<file path="config.mk">
export PLATFORM = sky130hd
export DESIGN_NAME = io_channel_bank
export DESIGN_NICKNAME = d
export VERILOG_FILES = /design/src/rtl/io_channel_bank.sv
export SDC_FILE = /design/constraint.sdc
export NUM_CORES = 1
export LEC_CHECK = 0
export CELL_PAD_IN_SITES_DETAIL_PLACEMENT = 1
export CELL_PAD_IN_SITES_GLOBAL_PLACEMENT = 2
export CORE_ASPECT_RATIO = 0.9
export CORE_MARGIN = 1
export CORE_UTILIZATION = 23
export CTS_BUF_LIST = sky130_fd_sc_hd__clkbuf_4
export DETAILED_ROUTE_END_ITERATION = 8
export DONT_BUFFER_PORTS = 1
export PLACE_DENSITY_LB_ADDON = 0.1
export SYNTH_ARGS = -nofsm -noshare
export SYNTH_HDL_FRONTEND = slang
export SYNTH_SLANG_ARGS = --single-unit
</file>
<file path="constraint.sdc">
create_clock -name clock -period 5.9 [get_ports clock]
set_input_delay 1.18 -clock clock [delete_from_list [all_inputs] [get_ports clock]]
set_output_delay 1.18 -clock clock [all_outputs]
set_load 0.01 [all_outputs]
</file>
<file path="src/rtl/io_channel_bank.sv">
// io_channel_bank
//   LED/sensor peripheral bank serving the execute stage's led and cap
//   instructions across N_CH channels. Raw sensor values are registered,
//   compared against a programmable threshold, debounced per channel, and
//   rising touch edges latch sticky pending flags that raise irq.
//
// Ports
//   clock, reset_n            clock and asynchronous active-low reset
//   led_we/led_idx/led_data   write one LED command slice
//   cap_re/cap_idx/cap_mode   read request (raw sample, touch bitmap,
//                             pending read-and-clear, reserved)
//   thr_we/thr_data           threshold load
//   sensor_readings           packed raw sensor values
//   led_commands              packed LED command registers
//   cap_data/cap_valid        read result (held) and one-cycle valid pulse
//   touch_state               debounced touch state per channel
//   irq                       registered OR of pending flags
//   idx_error                 pulse on an out-of-range led or raw cap index
module io_channel_bank #(
    parameter int N_CH    = 9,
    parameter int LED_W   = 16,
    parameter int SENS_W  = 32,
    parameter int IDX_W   = 4,
    parameter int DEB_LEN = 4,
    parameter int THR_RST = 100
) (
    input  logic                     clock,
    input  logic                     reset_n,
    input  logic                     led_we,
    input  logic [IDX_W-1:0]         led_idx,
    input  logic [LED_W-1:0]         led_data,
    input  logic                     cap_re,
    input  logic [IDX_W-1:0]         cap_idx,
    input  logic [1:0]               cap_mode,
    input  logic                     thr_we,
    input  logic [SENS_W-1:0]        thr_data,
    input  logic [N_CH*SENS_W-1:0]   sensor_readings,
    output logic [N_CH*LED_W-1:0]    led_commands,
    output logic [SENS_W-1:0]        cap_data,
    output logic                     cap_valid,
    output logic [N_CH-1:0]          touch_state,
    output logic                     irq,
    output logic                     idx_error
);

    localparam logic [IDX_W:0]    NCH_C = (IDX_W+1)'(N_CH);
    localparam logic [3:0]        DEB_C = 4'(DEB_LEN);
    localparam logic [SENS_W-1:0] THR_C = SENS_W'(THR_RST);

    logic [N_CH*LED_W-1:0]  led_q, led_d;
    logic [N_CH*SENS_W-1:0] sample_q;
    logic [SENS_W-1:0]      thr_q, thr_d;
    logic [N_CH*4-1:0]      cnt_q, cnt_d;
    logic [N_CH-1:0]        ts_q, ts_d;
    logic [N_CH-1:0]        pend_q, pend_d;
    logic [SENS_W-1:0]      capd_q, capd_d;
    logic                   capv_q;
    logic                   irq_q;
    logic                   iderr_q, iderr_d;

    logic                   led_ok, cap_ok;
    logic [SENS_W-1:0]      raw_sel;
    logic [N_CH-1:0]        rise, clr;
    logic                   raw;
    logic [3:0]             cnt_inc;

    assign led_ok = {1'b0, led_idx} < NCH_C;
    assign cap_ok = {1'b0, cap_idx} < NCH_C;

    // LED slice write and raw-read mux; an out-of-range index matches no slice
    always_comb begin
        led_d   = led_q;
        raw_sel = '0;
        for (int i = 0; i < N_CH; i++) begin
            if (led_we && (led_idx == i[IDX_W-1:0]))
                led_d[i*LED_W +: LED_W] = led_data;
            if (cap_idx == i[IDX_W-1:0])
                raw_sel = sample_q[i*SENS_W +: SENS_W];
        end
    end

    // Debounce: a flip needs DEB_LEN consecutive samples disagreeing with
    // the current state; any agreeing sample restarts the count.
    always_comb begin
        cnt_d   = cnt_q;
        ts_d    = ts_q;
        raw     = 1'b0;
        cnt_inc = '0;
        for (int i = 0; i < N_CH; i++) begin
            raw     = sample_q[i*SENS_W +: SENS_W] >= thr_q;
            cnt_inc = cnt_q[i*4 +: 4] + 4'd1;
            if (raw == ts_q[i]) begin
                cnt_d[i*4 +: 4] = '0;
            end else if (cnt_inc == DEB_C) begin
                cnt_d[i*4 +: 4] = '0;
                ts_d[i]         = ~ts_q[i];
            end else begin
                cnt_d[i*4 +: 4] = cnt_inc;
            end
        end
    end

    // Only bits actually returned by the read are cleared, so an event
    // landing on the clearing edge survives.
    always_comb begin
        rise   = ts_d & ~ts_q;
        clr    = (cap_re && (cap_mode == 2'b10)) ? pend_q : '0;
        pend_d = (pend_q & ~clr) | rise;
        thr_d  = thr_we ? thr_data : thr_q;
    end

    always_comb begin
        capd_d  = capd_q;
        iderr_d = (led_we && !led_ok) || (cap_re && (cap_mode == 2'b00) && !cap_ok);
        if (cap_re) begin
            capd_d = '0;
            case (cap_mode)
                2'b00:   capd_d = cap_ok ? raw_sel : '0;
                2'b01:   capd_d[N_CH-1:0] = ts_q;
                2'b10:   capd_d[N_CH-1:0] = pend_q;
                default: capd_d = '0;
            endcase
        end
    end

    always_ff @(posedge clock or negedge reset_n) begin
        if (!reset_n) begin
            led_q    <= '0;
            sample_q <= '0;
            thr_q    <= THR_C;
            cnt_q    <= '0;
            ts_q     <= '0;
            pend_q   <= '0;
            capd_q   <= '0;
            capv_q   <= 1'b0;
            irq_q    <= 1'b0;
            iderr_q  <= 1'b0;
        end else begin
            led_q    <= led_d;
            sample_q <= sensor_readings;
            thr_q    <= thr_d;
            cnt_q    <= cnt_d;
            ts_q     <= ts_d;
            pend_q   <= pend_d;
            capd_q   <= capd_d;
            capv_q   <= cap_re;
            irq_q    <= |pend_q;
            iderr_q  <= iderr_d;
        end
    end

    assign led_commands = led_q;
    assign cap_data     = capd_q;
    assign cap_valid    = capv_q;
    assign touch_state  = ts_q;
    assign irq          = irq_q;
    assign idx_error    = iderr_q;

endmodule
</file>
# --- After elaboration in Yosys (flattened, before gate mapping) ---
# Index checks and enable logic that the tools add are counted.
word_totals:
  reg_bits: 553
  out_inout_bits: 188
op_classes:
  n_addsub: 9
  order_cmp: 11
  eq_ne: 36
  mux: 49
  n_bitwise: 14
  n_reduce_logical: 20
op_table:
  columns: ["cell", "count"]
  rows:
  - ["$mux W32", 10]
  - ["$ge A32 B32 Y1", 9]
  - ["$mux W4", 18]
  - ["$eq A4 B3 Y1 const B", 17]
  - ["$add A4 B1 Y4 const B", 9]
  - ["$pmux W9 S3", 1]
  - ["$mux W23", 1]
  - ["$and A9 B9 Y9", 2]
  - ["$mux W1", 18]
  - ["$not A9 Y9", 2]
  - ["$eq A4 B2 Y1 const B", 4]
  - ["$logic_and A1 B1 Y1", 13]
  - ["$eq A1 B1 Y1", 9]
  - ["$mux W9", 1]
  - ["$not A1 Y1", 9]
  - ["$or A9 B9 Y9", 1]
  - ["$reduce_or A9 Y1", 1]
  - ["$eq A4 B1 Y1 const B", 2]
  - ["$eq A4 B4 Y1 const B", 2]
  - ["$logic_not A4 Y1", 2]
  - ["$lt A4 B4 Y1 const B", 2]
  - ["$eq A2 B1 Y1 const B", 1]
  - ["$eq A2 B2 Y1 const B", 1]
  - ["$logic_not A1 Y1", 2]
  - ["2 further kinds", 2]

# --- Logic depth before layout (Yosys ltp) ---
depth:
  ltp_word: 12
  depth_mapped: 9
  ltp_nobuf: 8

# --- Least setup slack after synthesis ---
# Ideal clock, no wire load.
synth_path:
  kind: "input to register"
  startpoint: "in cap_idx[0]"
  endpoint: "reg capd_q[21], in the netlist cap_data[21]"
  setup_ns: 0.141
  t_arrival_ns: 2.572
  required_time_ns: 5.759
  path_slack_ns: 3.187
  cell_stages: 8
  path_cell_list: "buf_4 buf_2 buf_2 mux2i_1 nor2_1 a221oi_1 a21boi_0 o22ai_1"
synth_via:
  elab_chain_len: 12
synth_lines:
  columns: ["element", "line_no", "source"]
  rows:
  - ["start: declaration", "33", "input logic [IDX_W-1:0] cap_idx,"]
  - ["$logic_not A4 Y1", "77", "if (cap_idx == i[IDX_W-1:0])"]
  - ["$mux W32 (9 in a row)", "77", null]
  - ["$mux W32 (*)", "118", "2'b00: capd_d = cap_ok ? raw_sel : '0;"]
  - ["$mux W23 (*)", "117", "case (cap_mode)"]
  - ["end signal: assignment", "145", "capd_q <= capd_d;"]
  - ["end: declaration", "56", "logic [SENS_W-1:0] capd_q, capd_d;"]
# Every way passes the cells marked *; elsewhere a longest branch is shown, timed or not.
# A chain may end at the register's enable or synchronous reset.

# --- Worst setup path after layout ---
layout_path:
  startpoint: "reg thr_q[15]"
  endpoint: "reg cnt_q[30]"
layout_via:
  elab_chain_len: 3
layout_lines:
  columns: ["element", "line_no", "source"]
  rows:
  - ["start: declaration", "52", "logic [SENS_W-1:0] thr_q, thr_d;"]
  - ["start signal: assignment", "141", "thr_q <= thr_d;"]
  - ["$ge A32 B32 Y1", "90", "raw = sample_q[i*SENS_W +: SENS_W] >= thr_q;"]
  - ["$eq A1 B1 Y1", "92", "if (raw == ts_q[i]) begin"]
  - ["$mux W4", "92", null]
  - ["via cnt_d[30]", "53", "logic [N_CH*4-1:0] cnt_q, cnt_d;"]
  - ["end signal: assignment", "142", "cnt_q <= cnt_d;"]
  - ["end: declaration", "53", null]
# The timed path passes the listed nets, and every way through them passes these cells.

==> summary.txt <==
Drt
  – Remaining antenna violation count: 0
  – Iter 0 DRT Violations: 1064
  – Routed WL: 112100 um
  – DRC violations left: 0
  – Vias per Instance: 4.699
  – Via count: 19550
  – Routed wire per std cell: 26.93 um
  – DRT Pass-1 Iters: 5

Floorplanning
  – Starting Density: 0.2324
  – DIE HEIGHT: 322.8 um
  – Die footprint: 115700 um2
  – I/O pin total: 539
  – Core ar.: 113200 um2
  – Die width: 358.4 um
  – Cell row count: 117

Pwr
  – Leak pwr: 14.63 nW
  – Power per standard cell area: 313.9 nW/um2
  – Maximum ir drop on the vdd rail: 182.2 uV

Clocking
  – CTS Buf Count: 162
  – CTS tree: built
  – Worst-path clk slew: 80 ps
  – Postcts setup bufs: 0
  – CTS Sinks: 553
  – Clk_lat worst skew: 1130 ps
  – CTS Hold Bufs: 311
  – CTS H-tree lvls: 4
  – Clock Tree Root: clkbuf_4
  – CTS max path bufs: 3

Logic synthesis
  – Synth warn: 0
  – Number of synthesized flops with an enable pin: 0
  – Mean Syn Cell Area: 12.31 um2
  – Mapped Nets: 2784
  – Synthesized area: 26300 um2
  – Post-synth ARST share: 1.000
  – Synth Flop Type: dfrtp_1
  – Synth unique cells: 64
  – Post-synthesis instance total: 2136
  – #FFs+latches synth: 553
  – Post-synthesis sequential area ratio: 0.5264

Global routing
  – Number of global-route vias before repair: 21740
  – Gr usage total: 0.1941
  – Global-route wire length before repair: 158900 um
  – Antenna violations before repair: 27
  – Aggregate global routing overflow: 0
  – Largest net degree at the start of global routing: 554

Placement
  – Port bufs: 0
  – Cell count after placement: 3568
  – Post-DP HPWL: 83130 um
  – Routability cong.: 0.7943

Outcome
  – Failing checks: hold timing
  – Outcome: finished with violations

Worst setup path
  – WP data required: 6830 ps
  – CP startpoint kind: register
  – Critical setup path kind: reg -> reg
  – Critical Path AT: 4480 ps
  – Crit end category: register
  – CP max FO: 10

Timing
  – Fin Clk Skew: 72.63 ps
  – Achievable frequency: 282.0 MHz
  – Final setup TNS: 0 ps
  – Final slew viol count: 0
  – Post-route clock period utilization: 0.6011
  – Slew of the pin with the lowest slew margin: 1327 ps
  – Final setup vio count: 0
  – Hold Vio Cnt, Final: 320
  – Unrepaired setup endpoints after global routing: false
  – Fin Hold WS: -216.5 ps
  – Worst slew margin: 0.1156
  – Fin crit period: 3546 ps

Cells and area
  – Number of nets in the layout: 3204
  – Most common cell after layout, fill and taps aside: dfrtp_1
  – Layout Cells excl Fill: 4161
  – Commonest non-fill, non-tap cells in the layout: 550 x dfrtp_1, 311 x dlygate4sd3_1, 297 x ha_1
  – Filler cell count: 12440
  – Layout cells sized above 1: 0.1721
  – Layout area overhead: 25.89%

Run
  – Max_cap viols: 0

Hold path
  – Min-Delay Path Class: in -> async
==> stage by stage <==
step | power [mW] | worst slack (ps) | area (um2) | util | hold WS (ps)
after global placement | 6.579 | 2221 | 27980 | 0.2473 | 464.9
after floorplan | 5.888 | 3187 | 26300 | - | 443.6
after global routing | 11.07 | 2008 | 33100 | 0.2925 | -357.2
after detailed placement | 6.634 | 2280 | 27980 | 0.2473 | 466.3
after CTS | 10.66 | 2138 | 33090 | 0.2924 | -442.3
final | 10.39 | 2354 | 33100 | 0.2925 | -216.5
==> Yosys cell counts (all sizes together) (22+ instances only) <==
master / n / area (um2)
a21o: 24 / 180.2
a21oi: 123 / 638.1
a221oi: 34 / 297.8
buf: 24 / 126.4
clkbuf: 43 / 161.4
dfrtp: 550 / 13760
ha: 297 / 3716
inv: 77 / 289.0
mux2: 163 / 1836
mux2i: 65 / 650.6
mux4: 22 / 495.5
nand2: 135 / 506.7
nand2b: 29 / 188.9
nand3: 43 / 215.2
nor2: 97 / 364.1
nor2b: 38 / 237.7
o21ai: 111 / 555.5
o22ai: 28 / 175.2
==> sequential cells by signal, indices dropped and copies added, names as in the netlist, 9 cells and up <==
name and cells:
pend_q 9, thr_q 32, sample_q 288, cap_data 32
cnt_q 36, led_commands 144, touch_state 9
==> repair_timing <==
action                                  in CTS  in global routing
gates resized for setup                      0                  0
endpoints found under the setup margin       0                  0
endpoints found under the hold margin      910                550
==> kinds of logic (layout without fill, tap and decap cells) <==
family / after synthesis / count (layout) / synth area share
buf+inv: 144 / 675 / 0.02194
other cells: 0 / 7 / 0
fa+ha+maj: 297 / 297 / 0.1413
flops: 553 / 553 / 0.5264
xor+xnor: 9 / 9 / 0.002998
mux: 250 / 250 / 0.1134
compound gates: 438 / 438 / 0.1092
simple gates: 445 / 445 / 0.08479
==> where the power goes <==
group	internal [mW]	leakage [nW]	total, mW	switching [mW]
logic	0.854	6.79	1.73	0.876
registers	4.27	6.67	4.98	0.707
clock network	1.84	1.17	3.68	1.85
total	6.96	14.6	10.4	3.43
==> critical path, stage by stage (launching register included) <==
cell	delay (ps)
dfrtp_1	370
inv_1	320
ha_1	350
a21oi_1	150
o21ai_0	170
a2111oi_0	820
o21ai_1	270
a21oi_2	510
mux2_2	390
==> per-layer routing <==
layer / global-route usage / wire length, um / up-vias
li1: - / - / 8823
met1: 0.2579 / 50780 / 10050
met2: 0.3091 / 52850 / 493
met3: 0.04843 / 6101 / 162
met4: 0.05749 / 2195 / 22
met5: 0 / 138 / -
==> worst paths after layout <==
path                            from          endpoint  slack (ps)  cells past startpoint
hold / removal               reset_n     sample_q[108]        -220                      0
setup reg to reg           thr_q[15]         cnt_q[30]        2350                      8
max in group asynchronous    reset_n  led_commands[26]        5010                      0
setup / recovery           thr_q[15]         cnt_q[30]        2350                      8
hold reg to reg            cnt_q[20]         cnt_q[20]         480                      1
min in group clock            cap_re      cap_data[15]         190                      1
==> layout make-up <==
cell class | count | area, um2 | area share
antenna | 7 | 17.52 | 0.0005291
inverter | 77 | 289.0 | 0.008731
sequential | 553 | 13840 | 0.4181
tap | 1487 | 1861 | 0.05620
clock inverter | 54 | 334.1 | 0.01009
multi-input combinational | 1439 | 11900 | 0.3594
timing repair buffer | 323 | 3203 | 0.09676
clock buffer | 221 | 1659 | 0.05012
Power figures use the tool's default switching activity.
